`src/rtl/tdm_mux8_pkg.sv`:
```
// Shared constants and types for the 8:1 TDM merging multiplexer.
package tdm_mux8_pkg;

  localparam int NUM_LANES = 8;
  localparam int SEL_W     = 3;

  typedef logic [SEL_W-1:0] sel_t;

endpackage

```
`src/rtl/tdm_mux8_if.sv`:
```
// Bundle of the eight input lanes and the merged output channel of tdm_mux8.
// Handshake: a beat moves on any channel in a cycle where valid and ready are
// both high at the rising edge; valid/data stay stable until that edge, and
// valid never depends on ready.
interface tdm_mux8_if #(
  parameter int DW = 8
) ();

  logic                                 en;
  logic [tdm_mux8_pkg::NUM_LANES-1:0]    in_valid;
  logic [tdm_mux8_pkg::NUM_LANES*DW-1:0] in_data;
  logic [tdm_mux8_pkg::NUM_LANES-1:0]    in_ready;
  logic                                 out_valid;
  logic [DW-1:0]                        out_data;
  logic [tdm_mux8_pkg::SEL_W-1:0]        out_sel;
  logic                                 out_ready;

  // Environment side: drives the lanes and consumes the merged channel.
  modport master (
    output en, in_valid, in_data, out_ready,
    input  in_ready, out_valid, out_data, out_sel
  );

  // Multiplexer side.
  modport slave (
    input  en, in_valid, in_data, out_ready,
    output in_ready, out_valid, out_data, out_sel
  );

endinterface

```
`src/rtl/tdm_mux8_rr_arbiter8.sv`:
```
// Combinational 8-way arbiter. Scans from ptr upward with wrap-around; with
// TDM_MUX8_FIXED_PRIO_EN defined the scan always starts at lane 0.
module rr_arbiter8
  import tdm_mux8_pkg::*;
(
  input  logic [NUM_LANES-1:0] req,
  input  sel_t                 ptr,
  output logic [NUM_LANES-1:0] gnt,
  output sel_t                 gnt_idx,
  output logic                 gnt_found
);

  sel_t start;

`ifdef TDM_MUX8_FIXED_PRIO_EN
  logic unused_ptr;
  assign unused_ptr = ^ptr;
  assign start      = '0;
`else
  assign start = ptr;
`endif

  always_comb begin
    gnt_idx   = '0;
    gnt_found = 1'b0;
    for (int k = 0; k < NUM_LANES; k++) begin
      sel_t idx;
      // 3-bit add wraps naturally from lane 7 back to lane 0
      idx = start + sel_t'(k);
      if (!gnt_found && req[idx]) begin
        gnt_found = 1'b1;
        gnt_idx   = idx;
      end
    end
  end

  assign gnt = gnt_found ? (NUM_LANES'(1) << gnt_idx) : '0;

endmodule

```
`src/rtl/tdm_mux8.sv`:
```
// Eight-lane to one-lane merging multiplexer: grants one valid lane per load
// and registers its data with the lane index. Build option:
// TDM_MUX8_FIXED_PRIO_EN selects fixed priority (lane 0 highest) over round-robin.
module tdm_mux8
  import tdm_mux8_pkg::*;
#(
  parameter int DW = 8
) (
  input  logic       clk,
  input  logic       rst,
  tdm_mux8_if.slave  bus
);

  logic [NUM_LANES-1:0] gnt;
  sel_t                 gnt_idx;
  logic                 gnt_found;
  logic                 load;
  logic                 out_valid_q;
  logic [DW-1:0]        out_data_q;
  sel_t                 out_sel_q;
  sel_t                 ptr;

  // Reset gates load so no lane sees an accept in the reset cycle.
  assign load = !rst && bus.en && (!out_valid_q || bus.out_ready);

  rr_arbiter8 u_arb (
    .req       (bus.in_valid),
    .ptr       (ptr),
    .gnt       (gnt),
    .gnt_idx   (gnt_idx),
    .gnt_found (gnt_found)
  );

  assign bus.in_ready  = (load && gnt_found) ? gnt : '0;
  assign bus.out_valid = out_valid_q;
  assign bus.out_data  = out_data_q;
  assign bus.out_sel   = out_sel_q;

  always_ff @(posedge clk) begin
    if (rst) begin
      out_valid_q <= 1'b0;
      out_data_q  <= '0;
      out_sel_q   <= '0;
    end else if (load) begin
      if (gnt_found) begin
        out_valid_q <= 1'b1;
        out_data_q  <= bus.in_data[gnt_idx*DW +: DW];
        out_sel_q   <= gnt_idx;
      end else begin
        out_valid_q <= 1'b0;
      end
    end else if (bus.out_ready) begin
      // en low: the held beat still drains
      out_valid_q <= 1'b0;
    end
  end

`ifdef TDM_MUX8_FIXED_PRIO_EN
  assign ptr = '0;
`else
  sel_t ptr_q;
  assign ptr = ptr_q;

  always_ff @(posedge clk) begin
    if (rst) begin
      ptr_q <= '0;
    end else if (load && gnt_found) begin
      ptr_q <= gnt_idx + sel_t'(1);
    end
  end
`endif

endmodule

```
`src/flat_wrapper.sv`:
```
// flat-port wrapper written by rule: the top's interface ports become plain ports
module tdm_mux8_flat import tdm_mux8_pkg::*;
#(
  parameter int DW = 8
)
  (clk, rst, bus_en, bus_in_valid, bus_in_data, bus_out_ready, bus_in_ready, bus_out_valid, bus_out_data, bus_out_sel);
  tdm_mux8_if #(.DW(DW)) bus_i ();
  input  logic clk;
  input  logic rst;
  input wire logic [$bits(bus_i.en)-1:0] bus_en;
  input wire logic [$bits(bus_i.in_valid)-1:0] bus_in_valid;
  input wire logic [$bits(bus_i.in_data)-1:0] bus_in_data;
  input wire logic [$bits(bus_i.out_ready)-1:0] bus_out_ready;
  output wire logic [$bits(bus_i.in_ready)-1:0] bus_in_ready;
  output wire logic [$bits(bus_i.out_valid)-1:0] bus_out_valid;
  output wire logic [$bits(bus_i.out_data)-1:0] bus_out_data;
  output wire logic [$bits(bus_i.out_sel)-1:0] bus_out_sel;
  assign bus_i.en = bus_en;
  assign bus_i.in_valid = bus_in_valid;
  assign bus_i.in_data = bus_in_data;
  assign bus_i.out_ready = bus_out_ready;
  assign bus_in_ready = bus_i.in_ready;
  assign bus_out_valid = bus_i.out_valid;
  assign bus_out_data = bus_i.out_data;
  assign bus_out_sel = bus_i.out_sel;
  tdm_mux8 #(.DW(DW)) u_core (.clk(clk), .rst(rst), .bus(bus_i));
endmodule
```
`config.mk`:
```
export PLATFORM = sky130hd
export DESIGN_NAME = tdm_mux8_flat
export DESIGN_NICKNAME = d
export VERILOG_FILES = /design/src/rtl/tdm_mux8_pkg.sv /design/src/rtl/tdm_mux8_if.sv /design/src/rtl/tdm_mux8_rr_arbiter8.sv /design/src/rtl/tdm_mux8.sv /design/src/flat_wrapper.sv
export SDC_FILE = /design/constraint.sdc
export NUM_CORES = 1
export LEC_CHECK = 0
export ABC_AREA = 1
export CAP_MARGIN = 0
export CORE_MARGIN = 1
export CORE_UTILIZATION = 36
export DETAILED_ROUTE_END_ITERATION = 7
export PLACE_DENSITY = 0.71
export SKIP_LAST_GASP = 1
export SLEW_MARGIN = 10
export SYNTH_ARGS = -nofsm -noshare
export SYNTH_HDL_FRONTEND = slang
export SYNTH_SLANG_ARGS = --single-unit
export TNS_END_PERCENT = 1
```
`constraint.sdc`:
```
create_clock -name clk -period 5.4 [get_ports clk]
set_input_delay 1.62 -clock clk [delete_from_list [all_inputs] [get_ports clk]]
set_output_delay 1.62 -clock clk [all_outputs]
set_load 0.005 [all_outputs]
```
==> results by group, run 1 <==
Clocking
  – Later-pin clock latency in the skew report: 250 ps
  – Hold buffers post-CTS: 0
  – Num CTS Buffers: 3
  – Longest Clk Path Bufs: 2
  – CTS Sinks: 15
  – Worst-path clk slew: 60 ps
  – # H-tree levels: 1
  – Root Buffer: clkbuf_8
  – CTS tree: yes

Floorplanning
  – Num rows: 27
  – I/O pins: 96
  – Die area: 0.00627 sq mm
  – Die height: 79.2 microns
  – Initial Util: 38.2%
  – Die width: 79.2 microns
  – Core Box Area: 0.00561 sq mm

Setup path
  – CP max-delay cell: dlygate4sd2_1
  – CP startpoint: bus_in_valid[2]
  – Most numerous cell on the critical path: buf_4
  – CP delay by family, top: buffers and inverters
  – Reg-to-Reg End: u_core.bus.out_data[3]
  – FF-to-FF setup slack: 1680 ps
  – Cells along the critical path: dlygate4sd2_1, nand2_2, nand3_4, nand2_2, buf_4, o21bai_4, buf_4, nand3_4, nor2_2, nand3b_1, nor2_4, buf_4, nor3_1, dlygate4sd2_1
  – Crit path capture type: primary output
  – Setup CP Type: in2out
  – Worst Setup Start Kind: input pin
  – Crit path required time: 3780 ps
  – Buf/Inv on CP: 5
  – Critical R2R Launch: u_core.ptr[0]
  – Worst reg-to-reg path cell count: 23
  – CP peak stage delay: 270 ps
  – Crit-path max FO: 4
  – Arr. time, crit path: 3750 ps

STA
  – Final hold viol count: 0
  – Final setup viols: 0
  – Worst Tran Pin Value: 530 ps
  – Fmax: 186 MHz
  – Setup_tns: 0 ps
  – Final Max Tran Viols: 0
  – Slew HR: 64.5%
  – Fraction of the cycle the final worst path needs: 99.5%
  – RSZ-0062 raised after global routing: true
  – Final Skew: 0.623 ps
  – Min Clock Period, post-route: 5370 ps

Logic synthesis
  – Syn Area/Cell: 5.44 sq um
  – Area share of the largest cell type after synthesis: 32.7%
  – Part of the Yosys area used for sequential elements: 14.0%
  – Post-synth ARST share: 0%
  – Count leader, synth: nand2_1
  – Synth Register Bits: 15
  – Post-Synthesis Cells: 394
  – Syn_nets: 473
  – Yosys warns: 0
  – Unique masters post-synth: 35
  – Synth area leaders: nand2_1, nand3_1, dfxtp_1
  – Post-synth top cells: nand2_1, nand3_1, inv_1, nor2_1, dfxtp_1
  – Number of synthesized flops with an enable pin: 0
  – Largest area contributor in the netlist: nand2_1
  – Mapped Area: 0.00214 sq mm
  – Top_reg_cell synth: dfxtp_1

Drt
  – Met1 Wirelength: 3.66 mm
  – Detailed Route Iter0 Violations: 185
  – Vias per cell: 5.09
  – Met3 Wirelength: 620 microns
  – WL met2: 3.74 mm
  – Routed Antenna Nets: 0
  – Post-Route WL: 8.31 mm
  – Residual DRC count: 0
  – Vias post-DR: 3,044
  – 1st-pass router iterations: 4
  – DR WL/cell: 13.9 microns
  – Highest metal used: met4

Placement
  – DP HPWL: 5.90 mm
  – PortBufs: 95
  – Placed cell count: 576
  – Placed Area: 0.00332 sq mm
  – GPL Wtd Cong: 0.958

Finish
  – Sequential Area: 300 sq um
  – Multi-input logic area: 0.00182 sq mm
  – Share of layout cells above drive strength 1: 25.5%
  – Synth-to-layout area growth: 71.9%
  – Fill count: 483
  – Nets@finish: 606
  – Layout Cell Area excl Fill: 0.00368 sq mm
  – ANT cells: 0
  – Layout Cells excl Fill: 598

GRT
  – Total global routing overflow: 0
  – Vias in the first global route: 2,813
  – Global-route wire length before repair: 13.0 mm
  – Initial antenna violation count: 0
  – Overall Global Routing Usage: 25.7%
  – Largest net degree at the start of global routing: 33

Power and ir drop
  – Leakage: 1.88 nW
  – Max IR drop VDD: 0.232 mV
  – P per Cell Area: 288 mW/mm^2

Min path
  – Hold/Removal Path Class: reg2reg
  – WHS Endpoint: u_core.bus.out_sel[0]
  – Hold path start: u_core.bus.out_sel[0]
  – Hold path depth: 2

Job
  – Max_cap viols: 0

Outcome
  – Status: complete, no violations
-- tightest hold or removal path, stage by stage, from the launching register on --
cell and delay [ps]:
dfxtp_1 330, a21oi_1 70, nor2_1 80
-- metrics by stage --
| step | utilization (%) | setup slack [ps] | hold WS, ps | power [mW] |
|---|---|---|---|---|
| after detailed placement | 59.1 | -502 | 486 | 0.859 |
| final | 65.7 | 26.4 | 509 | 1.06 |
| after global routing | 65.7 | -114 | 533 | 1.15 |
| after CTS | 63.7 | 31.6 | 508 | 1.00 |
| after global placement | 59.1 | -522 | 481 | 0.853 |
| after floorplan | - | 492 | 482 | 0.602 |
-- how the worst max path moves through the flow --
stage / endpoint / slack (ps) / cells past startpoint
2_1_floorplan: bus_in_ready[7] / 490 / 15
3_3_place_gp: bus_in_ready[7] / -520 / 18
3_5_place_dp: bus_in_ready[7] / -500 / 18
4_1_cts: bus_in_ready[7] / 30 / 18
5_1_grt: bus_in_ready[3] / -110 / 16
6_report: bus_in_ready[3] / 30 / 14
-- cell usage in the layout (no fill, tap or decap), types with 3 or more instances in the layout --
cell / netlist / layout
dfxtp_1: 15 / 15
nand2_4: 3 / 3
o21ai_0: 5 / 4
inv_1: 29 / 26
clkbuf_8: 0 / 3
inv_2: 3 / 5
dlygate4sd2_1: 0 / 14
buf_4: 2 / 50
nand3_4: 0 / 8
nand2_1: 187 / 167
nor2_4: 1 / 4
nand3_2: 10 / 14
clkdlybuf4s50_1: 0 / 79
nor2_1: 21 / 17
o21ai_2: 0 / 3
nand4_1: 3 / 3
nand2_2: 8 / 28
nand3_1: 63 / 51
-- report_power, final --
group / internal [mW] / switching (mW)
Combinational: 0.352 / 0.479
Clock: 0.0511 / 0.0400
Sequential: 0.126 / 0.0126
-- metal layers --
metal	vias to the layer above	GRT usage [%]
met5	-	0
met4	0	8.73
met3	24	3.22
met2	138	42.1
met1	1360	34.5
li1	1522	-
-- cell type report --
cell class                      count  share of cell area (%)
Inverter                           32                    3.33
Sequential cell                    15                    8.15
Multi-Input combinational cell    329                    49.3
Clock buffer                        3                    1.12
Clock inverter                      1                   0.136
Tap cell                           72                    2.44
Timing Repair Buffer              146                    35.6
-- flip-flops by register name (all words and copies together) (netlist names) --
name	cells
u_core.bus.out_valid	1
u_core.ptr	3
u_core.bus.out_data	8
u_core.bus.out_sel	3
-- logic make-up after synthesis --
group                    Yosys count  share of synthesized area (%)
AO/OA/AOI/OAI                     18                           6.48
AND/OR/NAND/NOR                  304                           65.1
XOR/XNOR                           4                           1.63
buffers and inverters             50                           11.0
adder cells (fa/ha/maj)            3                           1.75
flip-flops                        15                           14.0
-- timing repair --
action,CTS,global route
buffers inserted,15,3
resized for setup,50,28
setup endpoints to repair,8,8
endpoints found under the hold margin,0,0
pin swaps,24,24
cloned,0,0
Power figures use the tool's default switching activity.
==> inputs of run 2 (changes only) <==
CORE_UTILIZATION = 43   (was 36)
PLACE_DENSITY = 0.82   (was 0.71)
SKIP_CTS_REPAIR_TIMING = 1   (was not set)
==> run 2 against run 1 <==
Compared with the run above:
- the flow now finishes with violations (setup timing)
- critical path depth is 6 higher
- setup slack worse by 59 ps
- combinational power is 0.5% higher
- via count is 5.0% higher
- cell area is 0.34% lower
- clock-buffer cell count stayed put
- sequential share of layout area is 0.096 points higher
- register-to-register slack worse by 160 ps
- final cell count is 1.8% lower
- sequential power is 3% higher
- clock power is 2% lower
- non-clock buffer count is 6 lower
- critical endpoint is now bus_in_ready[7]
- largest cell class unchanged
- largest power group unchanged
- highest routed layer unchanged
==> results by group, run 2 (same netlist as run 1, synthesis figures left out) <==
Drt
  – Vias post-DR: 3,197 (was 3,044)
  – Vias per cell: 5.45 (was 5.09)
  – 1st-pass router iterations: 5 (was 4)
  – Residual DRC count: 0 (unchanged)
  – DR WL/cell: 15.0 microns (was 13.9 microns)
  – Post-Route WL: 8.83 mm (was 8.31 mm)
  – Detailed Route Iter0 Violations: 347 (was 185)
  – Routed Antenna Nets: 0 (unchanged)

GRT
  – Total global routing overflow: 0 (unchanged)
  – Initial antenna violation count: 0 (unchanged)
  – Largest net degree at the start of global routing: 33 (unchanged)
  – Global-route wire length before repair: 11.4 mm (was 13.0 mm)
  – Vias in the first global route: 2,524 (was 2,813)
  – Overall Global Routing Usage: 26.9% (was 25.7%)

Clocking
  – Root Buffer: clkbuf_8 (unchanged)
  – Num CTS Buffers: 3 (unchanged)
  – Worst-path clk slew: 60 ps (about the same)
  – # H-tree levels: 1 (unchanged)
  – CTS Sinks: 15 (unchanged)
  – CTS tree: yes (unchanged)
  – Later-pin clock latency in the skew report: 240 ps (was 250 ps)
  – Longest Clk Path Bufs: 2 (unchanged)

Floorplanning
  – Initial Util: 45.1% (was 38.2%)
  – I/O pins: 96 (unchanged)
  – Die area: 0.00527 sq mm (was 0.00627 sq mm)
  – Core Box Area: 0.00475 sq mm (was 0.00561 sq mm)
  – Die width: 72.6 microns (was 79.2 microns)
  – Num rows: 25 (was 27)
  – Die height: 72.6 microns (was 79.2 microns)

Finish
  – ANT cells: 0 (unchanged)
  – Synth-to-layout area growth: 71.3% (was 71.9%)
  – Most common cell after layout, fill and taps aside: nand2_1 (unchanged)
  – Nets@finish: 600 (was 606)
  – Util after Layout: 77.2% (was 65.7%)
  – Most frequent cells in the layout: nand2_1, clkdlybuf4s50_1, nand3_1, buf_4, nand2_2 (unchanged)
  – Share of layout cells above drive strength 1: 25.6% (was 25.5%)
  – Largest register FFs: 8 (unchanged)

Power and ir drop
  – Reg power frac: 13.4% (was 13.1%)
  – Internal: 0.526 mW (was 0.530 mW)
  – Clock network power share: 8.4% (was 8.6%)
  – Max IR drop VDD: 0.238 mV (was 0.232 mV)
  – Pwr Total: 1.07 mW (was 1.06 mW)
  – Psw: 0.540 mW (was 0.532 mW)
  – Switching share of power: 50.7% (was 50.1%)
  – Comb power frac: 78.3% (about the same)
  – Leakage: 1.98 nW (was 1.88 nW)
  – P per Cell Area: 290 mW/mm^2 (was 288 mW/mm^2)

STA
  – Min Clock Period, post-route: 5430 ps (was 5370 ps)
  – Worst Tran Pin Value: 589 ps (was 530 ps)
  – Slew HR: 60.4% (was 64.5%)
  – Final hold viol count: 0 (unchanged)
  – Final Skew: 4.72 ps (was 0.623 ps)
  – Final Max Tran Viols: 0 (unchanged)
  – Final setup viols: 1 (was 0)
  – Fraction of the cycle the final worst path needs: 101% (was 99.5%)
  – Fmax: 184 MHz (was 186 MHz)
  – Final WS setup: -33.0 ps (was 26.4 ps)

Min path
  – Hold/Removal Path Class: reg2reg (unchanged)

Setup path
  – Crit-path max FO: 4 (unchanged)
  – Most numerous cell on the critical path: nand2_2 (was buf_4)
  – Setup CP Type: in2out (unchanged)
  – Crit path required time: 3780 ps (about the same)
  – Worst Setup Start Kind: input pin (unchanged)
  – Arr. time, crit path: 3810 ps (was 3750 ps)
  – CP max-delay cell: ha_2 (was dlygate4sd2_1)
  – Crit path capture type: primary output (unchanged)
  – CP peak stage delay: 170 ps (was 270 ps)
  – Cells along the critical path: dlymetal6s2s_1, nand2_2, nand3_2, nand2_2, nand2_1, nand2_2, nand3_2, nor2_4, buf_4, nand3_2, buf_4, nand3_1, nand2_2, nand2_4, inv_2, nor2_2, ha_2, inv_1, nor2_1, buf_2 (was dlygate4sd2_1, nand2_2, nand3_4, nand2_2, buf_4, o21bai_4, buf_4, nand3_4, nor2_2, nand3b_1, nor2_4, buf_4, nor3_1, dlygate4sd2_1)

Outcome
  – Failing checks: setup timing
  – Status: complete, but fails checks (was complete, no violations)

Job
  – Max_cap viols: 0 (unchanged)

Placement
  – DP HPWL: 5.73 mm (was 5.90 mm)
  – PortBufs: 95 (unchanged)
  – GPL Wtd Cong: 0.977 (was 0.958)
## run 2: cell count changes in the layout (fill, tap and decap cells not counted), sizes merged
cell | before | now
buf | 52 | 46
clkbuf | 4 | 6
dlymetal6s2s | 0 | 12
dlygate4sd2 | 14 | 0
## run 2: worst paths after layout
| kind | from | endpoint | slack, ps | cells past startpoint |
|---|---|---|---|---|
| setup / recovery | bus_in_valid[3] | bus_in_ready[7] | -30 | 20 |
| hold / removal | u_core.bus.out_sel[0] | u_core.bus.out_sel[0] | 500 | 2 |
| setup reg to reg | u_core.ptr[1] | u_core.bus.out_data[6] | 1520 | 24 |
| hold reg to reg | u_core.bus.out_sel[0] | u_core.bus.out_sel[0] | 500 | 2 |
## run 2: stage by stage
step                      worst slack (ps)  setup TNS (ps)  area, sq um  hold WS [ps]  cells
after global placement                -478           -3520         3290           478    568
final                                -33.0           -33.0         3670           495    587
after CTS                             -596           -4220         3330           509    572
after floorplan                        492               0         2140           482    394
after detailed placement              -573           -4100         3290           496    568
after global routing                  -140            -559         3670           556    587
## run 2: power by group through the flow
stage	clock network, mW	registers [mW]	logic [mW]
2_1_floorplan	0	0.137	0.466
3_3_place_gp	0	0.141	0.700
3_5_place_dp	0	0.141	0.710
4_1_cts	0.0910	0.139	0.714
5_1_grt	0.0972	0.145	0.906
6_report	0.0892	0.143	0.835
## run 2: per-layer routing
metal	share of wire, %	GRT usage, %	vias up
met2	46	44.2	199
met5	0	0	-
met4	4.4	5.01	0
met3	9.6	3.73	42
li1	-	-	1507
met1	40	37.6	1449
## run 2: worst max-delay path: cells and delay by family
kind,cells,cell delay (ps)
simple gates,13,1360
fa+ha+maj,1,170
buf+inv,6,670
## run 2: area by class of cell
cell class / count / area (sq um)
multi-input cells: 329 / 1820
fillers: 347 / 1080
repair buffers: 140 / 1300
clock inverters: 1 / 5.00
inverters: 32 / 120
well taps: 67 / 83.8
flip-flops and latches: 15 / 303
clock buffers: 3 / 41.3
